--- config.mk ---
export PLATFORM = sky130hd
export DESIGN_NAME = simt_scheduler_flat
export DESIGN_NICKNAME = d
export VERILOG_FILES = /design/src/rtl/simt_scheduler_pkg.sv /design/src/rtl/simt_scheduler_if.sv /design/src/rtl/simt_scheduler_pc_min_select.sv /design/src/rtl/simt_scheduler.sv /design/src/flat_wrapper.sv
export SDC_FILE = /design/constraint.sdc
export NUM_CORES = 1
export LEC_CHECK = 0
export ABC_AREA = 1
export CORE_MARGIN = 2
export CORE_UTILIZATION = 50
export CTS_CLUSTER_DIAMETER = 50
export DETAILED_ROUTE_END_ITERATION = 6
export PLACE_DENSITY = 0.76
export SLEW_MARGIN = 30
export SYNTH_ARGS = -nofsm -noshare
export SYNTH_HDL_FRONTEND = slang
export SYNTH_SLANG_ARGS = --single-unit
--- constraint.sdc ---
create_clock -name clk -period 5.1 [get_ports clk]
set_clock_uncertainty 0.15 [all_clocks]
set_input_delay 0.51 -clock clk [delete_from_list [all_inputs] [get_ports clk]]
set_output_delay 0.51 -clock clk [all_outputs]
set_load 0.01 [all_outputs]
--- src/rtl/simt_scheduler_pkg.sv ---
// Shared definitions for the SIMT scheduler slice.
//   core_state_t    : scheduler FSM encoding, which is also the core_state output
//   FETCHER_FETCHED : fetcher state code meaning the instruction word is ready
//   LSU_*           : per-lane LSU state codes
//   lsu_busy()      : true while a lane's LSU still has a request in flight
package simt_scheduler_pkg;

    typedef enum logic [2:0] {
        CORE_IDLE    = 3'b000,
        CORE_FETCH   = 3'b001,
        CORE_DECODE  = 3'b010,
        CORE_REQUEST = 3'b011,
        CORE_WAIT    = 3'b100,
        CORE_EXECUTE = 3'b101,
        CORE_UPDATE  = 3'b110,
        CORE_DONE    = 3'b111
    } core_state_t;

    localparam logic [2:0] FETCHER_FETCHED = 3'b010;

    localparam logic [1:0] LSU_IDLE       = 2'b00;
    localparam logic [1:0] LSU_REQUESTING = 2'b01;
    localparam logic [1:0] LSU_WAITING    = 2'b10;
    localparam logic [1:0] LSU_DONE       = 2'b11;

    function automatic logic lsu_busy(input logic [1:0] s);
        return (s == LSU_REQUESTING) || (s == LSU_WAITING);
    endfunction

endpackage

--- src/rtl/simt_scheduler_if.sv ---
// Bundle connecting the SIMT scheduler to its fetcher, decoder, LSUs and PC units.
//   master : the core environment (drives launch, fetch, decode, LSU and next-PC info)
//   slave  : the scheduler (drives core_state, current_pc, active_mask, diverged, done)
// Lane i of lsu_state sits at [2i+1:2i]; lane i of next_pc sits at [A*i+A-1:A*i].
interface simt_scheduler_if #(
    parameter int THREADS_PER_BLOCK     = 4,
    parameter int PROGRAM_MEM_ADDR_BITS = 8
);
    localparam int T  = THREADS_PER_BLOCK;
    localparam int A  = PROGRAM_MEM_ADDR_BITS;
    localparam int CW = $clog2(T) + 1;

    logic                               start;
    logic [CW-1:0]                      thread_count;
    logic [2:0]                         fetcher_state;
    logic                               decoded_mem_read_enable;
    logic                               decoded_mem_write_enable;
    logic                               decoded_ret;
    logic [2*T-1:0]                     lsu_state;
    logic [A*T-1:0]                     next_pc;
    simt_scheduler_pkg::core_state_t    core_state;
    logic [A-1:0]                       current_pc;
    logic [T-1:0]                       active_mask;
    logic                               diverged;
    logic                               done;

    modport master (
        output start, thread_count, fetcher_state, decoded_mem_read_enable,
               decoded_mem_write_enable, decoded_ret, lsu_state, next_pc,
        input  core_state, current_pc, active_mask, diverged, done
    );

    modport slave (
        input  start, thread_count, fetcher_state, decoded_mem_read_enable,
               decoded_mem_write_enable, decoded_ret, lsu_state, next_pc,
        output core_state, current_pc, active_mask, diverged, done
    );

endinterface

--- src/rtl/simt_scheduler_pc_min_select.sv ---
// pc_min_select: finds the smallest PC among valid lanes (unsigned) and the set
// of valid lanes sitting at that PC.
//   pcs        : lane i PC at [A*i+A-1:A*i]
//   valid      : lanes taking part in the selection
//   min_pc     : minimum PC over valid lanes (don't-care when none valid)
//   match_mask : valid lanes whose PC equals min_pc
//   any_valid  : at least one lane is valid
module pc_min_select #(
    parameter int T = 4,
    parameter int A = 8
) (
    input  logic [A*T-1:0] pcs,
    input  logic [T-1:0]   valid,
    output logic [A-1:0]   min_pc,
    output logic [T-1:0]   match_mask,
    output logic           any_valid
);
    // Leaves padded to a power of two so the reduction is a balanced tree.
    localparam int N = (T <= 1) ? 1 : (1 << $clog2(T));

    always_comb begin
        logic [A-1:0] lvl_pc [N];
        logic         lvl_v  [N];
        logic [A-1:0] a_pc;
        logic [A-1:0] b_pc;
        logic         a_v;
        logic         b_v;
        a_pc = '0;
        b_pc = '0;
        a_v  = 1'b0;
        b_v  = 1'b0;
        for (int i = 0; i < N; i++) begin
            lvl_pc[i] = '0;
            lvl_v[i]  = 1'b0;
            if (i < T) begin
                lvl_pc[i] = pcs[A*i +: A];
                lvl_v[i]  = valid[i];
            end
        end
        // Each pass halves the level in place; node j reads 2j/2j+1 before writing j.
        for (int w = N; w > 1; w = w / 2) begin
            for (int j = 0; j < w / 2; j++) begin
                a_pc = lvl_pc[2*j];
                a_v  = lvl_v[2*j];
                b_pc = lvl_pc[2*j+1];
                b_v  = lvl_v[2*j+1];
                lvl_v[j]  = a_v | b_v;
                lvl_pc[j] = (b_v && (!a_v || (b_pc < a_pc))) ? b_pc : a_pc;
            end
        end
        min_pc    = lvl_pc[0];
        any_valid = lvl_v[0];
        match_mask = '0;
        for (int i = 0; i < T; i++) begin
            match_mask[i] = valid[i] && (pcs[A*i +: A] == lvl_pc[0]);
        end
    end

endmodule

--- src/rtl/simt_scheduler.sv ---
// simt_scheduler: per-core sequencer for one thread block with per-lane PCs.
// Each instruction issues to the live lanes sitting at the minimum live PC, so
// divergent paths run one after another and reconverge when their PCs meet.
//   clk, reset : clock and asynchronous active-high reset
//   bus        : simt_scheduler_if.slave (launch, fetch/decode/LSU status,
//                next PCs in; core_state, current_pc, active_mask, diverged, done out)
//
// state        | meaning
// CORE_IDLE    | waiting for start
// CORE_FETCH   | waiting for the fetcher to return the instruction at current_pc
// CORE_DECODE  | decoder working, one cycle
// CORE_REQUEST | LSUs issue requests, one cycle
// CORE_WAIT    | hold until no active lane has an LSU request in flight
// CORE_EXECUTE | ALUs compute, one cycle
// CORE_UPDATE  | commit lane PCs/retirement and pick the next issue group
// CORE_DONE    | block finished, hold until reset
module simt_scheduler
    import simt_scheduler_pkg::*;
#(
    parameter int THREADS_PER_BLOCK     = 4,
    parameter int PROGRAM_MEM_ADDR_BITS = 8
) (
    input  logic             clk,
    input  logic             reset,
    simt_scheduler_if.slave  bus
);
    localparam int T  = THREADS_PER_BLOCK;
    localparam int A  = PROGRAM_MEM_ADDR_BITS;
    localparam int CW = $clog2(T) + 1;

    core_state_t    state;
    logic [A-1:0]   current_pc;
    logic [T-1:0]   active_mask;
    logic [T-1:0]   live;
    logic [A*T-1:0] thread_pc;
    logic           done_q;

    logic [CW-1:0]  count_clamped;
    logic [T-1:0]   launch_mask;
    logic [T-1:0]   post_live;
    logic [A*T-1:0] post_pc;
    logic [A-1:0]   min_pc;
    logic [T-1:0]   match_mask;
    logic           any_live;
    logic           lsu_stall;

    // Memory-op flags steer the LSUs directly; the scheduler only watches LSU state.
    logic           unused_mem_flags;
    assign unused_mem_flags = bus.decoded_mem_read_enable ^ bus.decoded_mem_write_enable;

    always_comb begin
        count_clamped = (int'(bus.thread_count) > T) ? CW'(T) : bus.thread_count;
        launch_mask   = '0;
        post_live     = '0;
        post_pc       = '0;
        lsu_stall     = 1'b0;
        for (int i = 0; i < T; i++) begin
            launch_mask[i]   = (i < int'(count_clamped));
            post_pc[A*i +: A] = active_mask[i] ? bus.next_pc[A*i +: A] : thread_pc[A*i +: A];
            post_live[i]     = live[i] & ~(active_mask[i] & bus.decoded_ret);
            if (active_mask[i] && lsu_busy(bus.lsu_state[2*i +: 2])) begin
                lsu_stall = 1'b1;
            end
        end
    end

    // Selection sees the post-UPDATE view so the next group is known on the UPDATE edge.
    pc_min_select #(.T(T), .A(A)) u_min_select (
        .pcs        (post_pc),
        .valid      (post_live),
        .min_pc     (min_pc),
        .match_mask (match_mask),
        .any_valid  (any_live)
    );

    always_ff @(posedge clk or posedge reset) begin
        if (reset) begin
            state       <= CORE_IDLE;
            current_pc  <= '0;
            active_mask <= '0;
            live        <= '0;
            thread_pc   <= '0;
            done_q      <= 1'b0;
        end else begin
            case (state)
                CORE_IDLE: begin
                    if (bus.start) begin
                        if (count_clamped == '0) begin
                            state  <= CORE_DONE;
                            done_q <= 1'b1;
                        end else begin
                            live        <= launch_mask;
                            active_mask <= launch_mask;
                            thread_pc   <= '0;
                            current_pc  <= '0;
                            state       <= CORE_FETCH;
                        end
                    end
                end
                CORE_FETCH: begin
                    if (bus.fetcher_state == FETCHER_FETCHED) state <= CORE_DECODE;
                end
                CORE_DECODE:  state <= CORE_REQUEST;
                CORE_REQUEST: state <= CORE_WAIT;
                CORE_WAIT: begin
                    if (!lsu_stall) state <= CORE_EXECUTE;
                end
                CORE_EXECUTE: state <= CORE_UPDATE;
                CORE_UPDATE: begin
                    thread_pc <= post_pc;
                    live      <= post_live;
                    if (any_live) begin
                        current_pc  <= min_pc;
                        active_mask <= match_mask;
                        state       <= CORE_FETCH;
                    end else begin
                        active_mask <= '0;
                        state       <= CORE_DONE;
                        done_q      <= 1'b1;
                    end
                end
                CORE_DONE: state <= CORE_DONE;
                default:   state <= CORE_IDLE;
            endcase
        end
    end

    assign bus.core_state  = state;
    assign bus.current_pc  = current_pc;
    assign bus.active_mask = active_mask;
    assign bus.done        = done_q;
    assign bus.diverged    = (active_mask != live);

endmodule

--- src/flat_wrapper.sv ---
// flat-port wrapper written by rule: the top's interface ports become plain ports
module simt_scheduler_flat import simt_scheduler_pkg::*;
#(
    parameter int THREADS_PER_BLOCK     = 4,
    parameter int PROGRAM_MEM_ADDR_BITS = 8
)
  (clk, reset, bus_start, bus_thread_count, bus_fetcher_state, bus_decoded_mem_read_enable, bus_decoded_mem_write_enable, bus_decoded_ret, bus_lsu_state, bus_next_pc, bus_core_state, bus_current_pc, bus_active_mask, bus_diverged, bus_done);
  simt_scheduler_if #(.THREADS_PER_BLOCK(THREADS_PER_BLOCK), .PROGRAM_MEM_ADDR_BITS(PROGRAM_MEM_ADDR_BITS)) bus_i ();
  input  logic clk;
  input  logic reset;
  input wire logic [$bits(bus_i.start)-1:0] bus_start;
  input wire logic [$bits(bus_i.thread_count)-1:0] bus_thread_count;
  input wire logic [$bits(bus_i.fetcher_state)-1:0] bus_fetcher_state;
  input wire logic [$bits(bus_i.decoded_mem_read_enable)-1:0] bus_decoded_mem_read_enable;
  input wire logic [$bits(bus_i.decoded_mem_write_enable)-1:0] bus_decoded_mem_write_enable;
  input wire logic [$bits(bus_i.decoded_ret)-1:0] bus_decoded_ret;
  input wire logic [$bits(bus_i.lsu_state)-1:0] bus_lsu_state;
  input wire logic [$bits(bus_i.next_pc)-1:0] bus_next_pc;
  output wire logic [$bits(bus_i.core_state)-1:0] bus_core_state;
  output wire logic [$bits(bus_i.current_pc)-1:0] bus_current_pc;
  output wire logic [$bits(bus_i.active_mask)-1:0] bus_active_mask;
  output wire logic [$bits(bus_i.diverged)-1:0] bus_diverged;
  output wire logic [$bits(bus_i.done)-1:0] bus_done;
  assign bus_i.start = bus_start;
  assign bus_i.thread_count = bus_thread_count;
  assign bus_i.fetcher_state = bus_fetcher_state;
  assign bus_i.decoded_mem_read_enable = bus_decoded_mem_read_enable;
  assign bus_i.decoded_mem_write_enable = bus_decoded_mem_write_enable;
  assign bus_i.decoded_ret = bus_decoded_ret;
  assign bus_i.lsu_state = bus_lsu_state;
  assign bus_i.next_pc = bus_next_pc;
  assign bus_core_state = bus_i.core_state;
  assign bus_current_pc = bus_i.current_pc;
  assign bus_active_mask = bus_i.active_mask;
  assign bus_diverged = bus_i.diverged;
  assign bus_done = bus_i.done;
  simt_scheduler #(.THREADS_PER_BLOCK(THREADS_PER_BLOCK), .PROGRAM_MEM_ADDR_BITS(PROGRAM_MEM_ADDR_BITS)) u_core (.clk(clk), .reset(reset), .bus(bus_i));
endmodule
==> results.txt <==
The worst setup path startpoint is u_core.bus.active_mask[3]$_DFFE_PP0P_. The number of standard cells after synthesis is 621. By area the synthesized netlist is led by sky130_fd_sc_hd__dfrtp_1, sky130_fd_sc_hd__nand2_1, sky130_fd_sc_hd__o21ai_0. In this run the count of I/O pins placed on the die edge is 69. The startpoint identified for the worst register-to-register timing path is u_core.bus.active_mask[3]$_DFFE_PP0P_.

The total clock buffers created by CTS came out at 5. The max-slew headroom at the worst pin came out at 0.5224. The minimum period implied by the final worst setup slack came out at 4.720 ns.

The share of the Yosys chip area taken by registers is 0.3154. Each instance of the synthesized netlist takes up on average 6.643 µm². The row count is 33. During placement, the flow inserted port buffers numbering 66. The via density per instance is 5.403. The number of DRC markers after the initial detailed-route iteration came out at 310. The post-synthesis cell type count came out at 33. The number of antenna violations at the first check in global routing came out at 0. The chip width came out at 94.83 µm. The CTS clock-pin slew for the worst setup and hold paths came out at 0.11 ns. The number of clock sinks came out at 52. The clock tree root buffer cell is sky130_fd_sc_hd__clkbuf_8. The total of flip-flops plus latches after synthesis is 52. The total routing resource utilization after global routing came out at 0.2927. The worst hold path belongs to the class reg2reg. The detailed-router iteration count before antenna repair is 6. The startpoint identified for the worst hold timing path is u_core.bus.done$_DFFE_PP0P_. The floorplan step set the die height to 94.83 µm.

The region available for standard cell placement spans 0.008093 mm². Of all nets on the critical path, the largest fanout is 15. The largest total area in the synthesized netlist belongs to sky130_fd_sc_hd__dfrtp_1. The post-DP HPWL came out at 10,160 µm. The cell family contributing the most delay on the critical path is simple AND/OR/NAND/NOR gates. The buffer depth of the longest clock path is 2.

The kind of critical path is reg2reg. The share of Yosys cell area claimed by the top area cell type is 0.3154. The largest net degree at the start of global routing came out at 53. The synthesized cell area is 0.004125 mm². The number of hold violations in the final report is 0. The final routed wirelength across all metal layers came out at 13,140 µm. The H-tree depth reported by CTS came out at 2. The die area came out at 0.008993 mm². The via count of the first global-routing pass came out at 4,248. The share of final-layout standard cells stronger than drive strength 1 came out at 0.1941. The worst-case hold slack came out at 0.3297 ns. The run finished with clean final reports. At the later pin of the worst-skew pair, clock insertion delay measures 0.32 ns. The detail route stage leaves a number of antenna-violating nets equal to 0. Data on the critical path is required at its endpoint by 5.20 ns. Of the available clock period, the critical path in the final layout requires 0.9254.

The slowest stage of the critical path belongs to the cell sky130_fd_sc_hd__dfrtp_1. After the last flow step, the layout net total stands at 824. The starting density of the core is 0.5097.

The diode insertion count for antenna repair is 0. Max-cap violations in this run came to 0. The final weighted congestion in routability-driven placement is 0.9533. The highest achievable clock rate came out at 211.9 MHz. The endpoint arrival time on the critical path is 4.82 ns. The number of design rule violations left after detail routing came out at 0.

The critical path endpoint category is a flop. The number of buffer and inverter stages on the critical path came out at 6. The setup TNS after final layout is 0 ns. The global-route wire length before repair came out at 20,310 µm. The layout overhead on the synthesized area came out at 34.03%.

The final max-slew violation count came out at 0. The remaining global-route overflow came out at 0. The delay contributed by the slowest stage of the critical path came out at 0.41 ns. The via count is 4,630. The Yosys step of the flow raised 0 warnings. At the pin with the least slew margin, the transition time is 0.7147 ns. The total nets after synthesis came out at 694. The routed wirelength normalized by instance count is 15.33 µm.

STA classifies the critical path startpoint as a flop. The number of setup violations in the final report is 0. TritonCTS built the clock tree.
## cell usage in the layout, fill, tap and decap left out, drive strengths merged
master / instances
ha: 21
a221oi: 1
a21oi: 16
o22ai: 10
or3b: 1
nand2: 171
or2: 28
buf: 76
clkdlybuf4s50: 66
dfrtp: 52
xnor2: 1
a22oi: 1
nor3: 1
o211ai: 1
nand4: 2
o21ai: 90
bufinv: 1
xor2: 5
a31o: 1
o21bai: 1
nand3b: 4
nand3: 52
nor2: 51
o221ai: 2
clkinvlp: 1
clkbuf: 6
inv: 86
a211oi: 3
o31ai: 1
## layout make-up
class                   instances  area [µm²]
fillers                       741        2564
multi-input cells             464        2417
flip-flops and latches         52        1301
repair buffers                142        1241
inverters                      86       326.6
well taps                     105       131.4
clock buffers                   6       72.57
clock inverters                 2       38.79
## layer usage
layer | vias up | global-route usage | part of all wire | routed length (µm)
met3 | 29 | 0.03751 | 0.066 | 867
li1 | 2274 | - | - | -
met4 | 0 | 0.09420 | 0.030 | 388
met1 | 2143 | 0.3888 | 0.43 | 5661
met2 | 184 | 0.4941 | 0.47 | 6221
met5 | - | 0 | 0 | 0
## state kept, by name, summed over array words and instances, names as in the netlist
register                count
u_core.bus.current_pc       8
u_core.live                 4
u_core.bus.core_state       3
u_core.bus.active_mask      4
u_core.thread_pc           32
u_core.bus.done             1
## worst paths after layout
path | cells past startpoint | end | slack (ns)
hold reg to reg | 1 | u_core.bus.done$_DFFE_PP0P_ | 0.33
hold / removal | 1 | u_core.bus.done$_DFFE_PP0P_ | 0.33
max in group asynchronous | 3 | u_core.thread_pc[30]$_DFFE_PP0P_ | 3.80
setup reg to reg | 30 | u_core.bus.active_mask[1]$_DFFE_PP0P_ | 0.38
min in group asynchronous | 3 | u_core.thread_pc[13]$_DFFE_PP0P_ | 0.53
setup / recovery | 30 | u_core.bus.active_mask[1]$_DFFE_PP0P_ | 0.38
## per-stage QoR
stage	cell area, µm²	utilization	setup WS (ns)	std cells
finish	5529	0.6832	0.3805	857
global route	5529	0.6832	-0.02501	857
floorplan	4125	-	0.7533	621
CTS	5464	0.6752	0.2296	852
global placement	5353	0.6614	-0.03146	844
detailed placement	5353	0.6614	-0.05416	844
## synth_stat cells, drive strengths merged
master	n
a211oi	3
a21oi	16
a221oi	1
a22oi	1
a31o	1
buf	6
clkbuf	13
dfrtp	52
ha	21
inv	86
nand2	171
nand3	52
nand3b	4
nand4	2
nor2	51
nor3	1
o211ai	1
o21ai	90
o21bai	1
o221ai	2
o22ai	10
o31ai	1
or2	28
or3b	1
xnor2	1
xor2	5
## cell families (layout without fill, tap and decap cells)
logic type	Yosys count	in the layout	share of synthesized area
xor gates and xnor gates	6	6	0.01274
AOI/OAI and AO/OA	127	127	0.1650
and+or+nand+nor	310	310	0.3382
buffers and inverters	105	236	0.1049
adders and majority gates	21	21	0.06369
DFF	52	52	0.3154
## what timing repair did
action	4_1_cts	5_1_grt
endpoints found under the setup margin	0	4
resized for setup	0	15
hold buffers	0	0
setup buffers	0	5
Power is not shown: default switching activity piles up to over one toggle a cycle in this logic, so the estimate is an artifact.
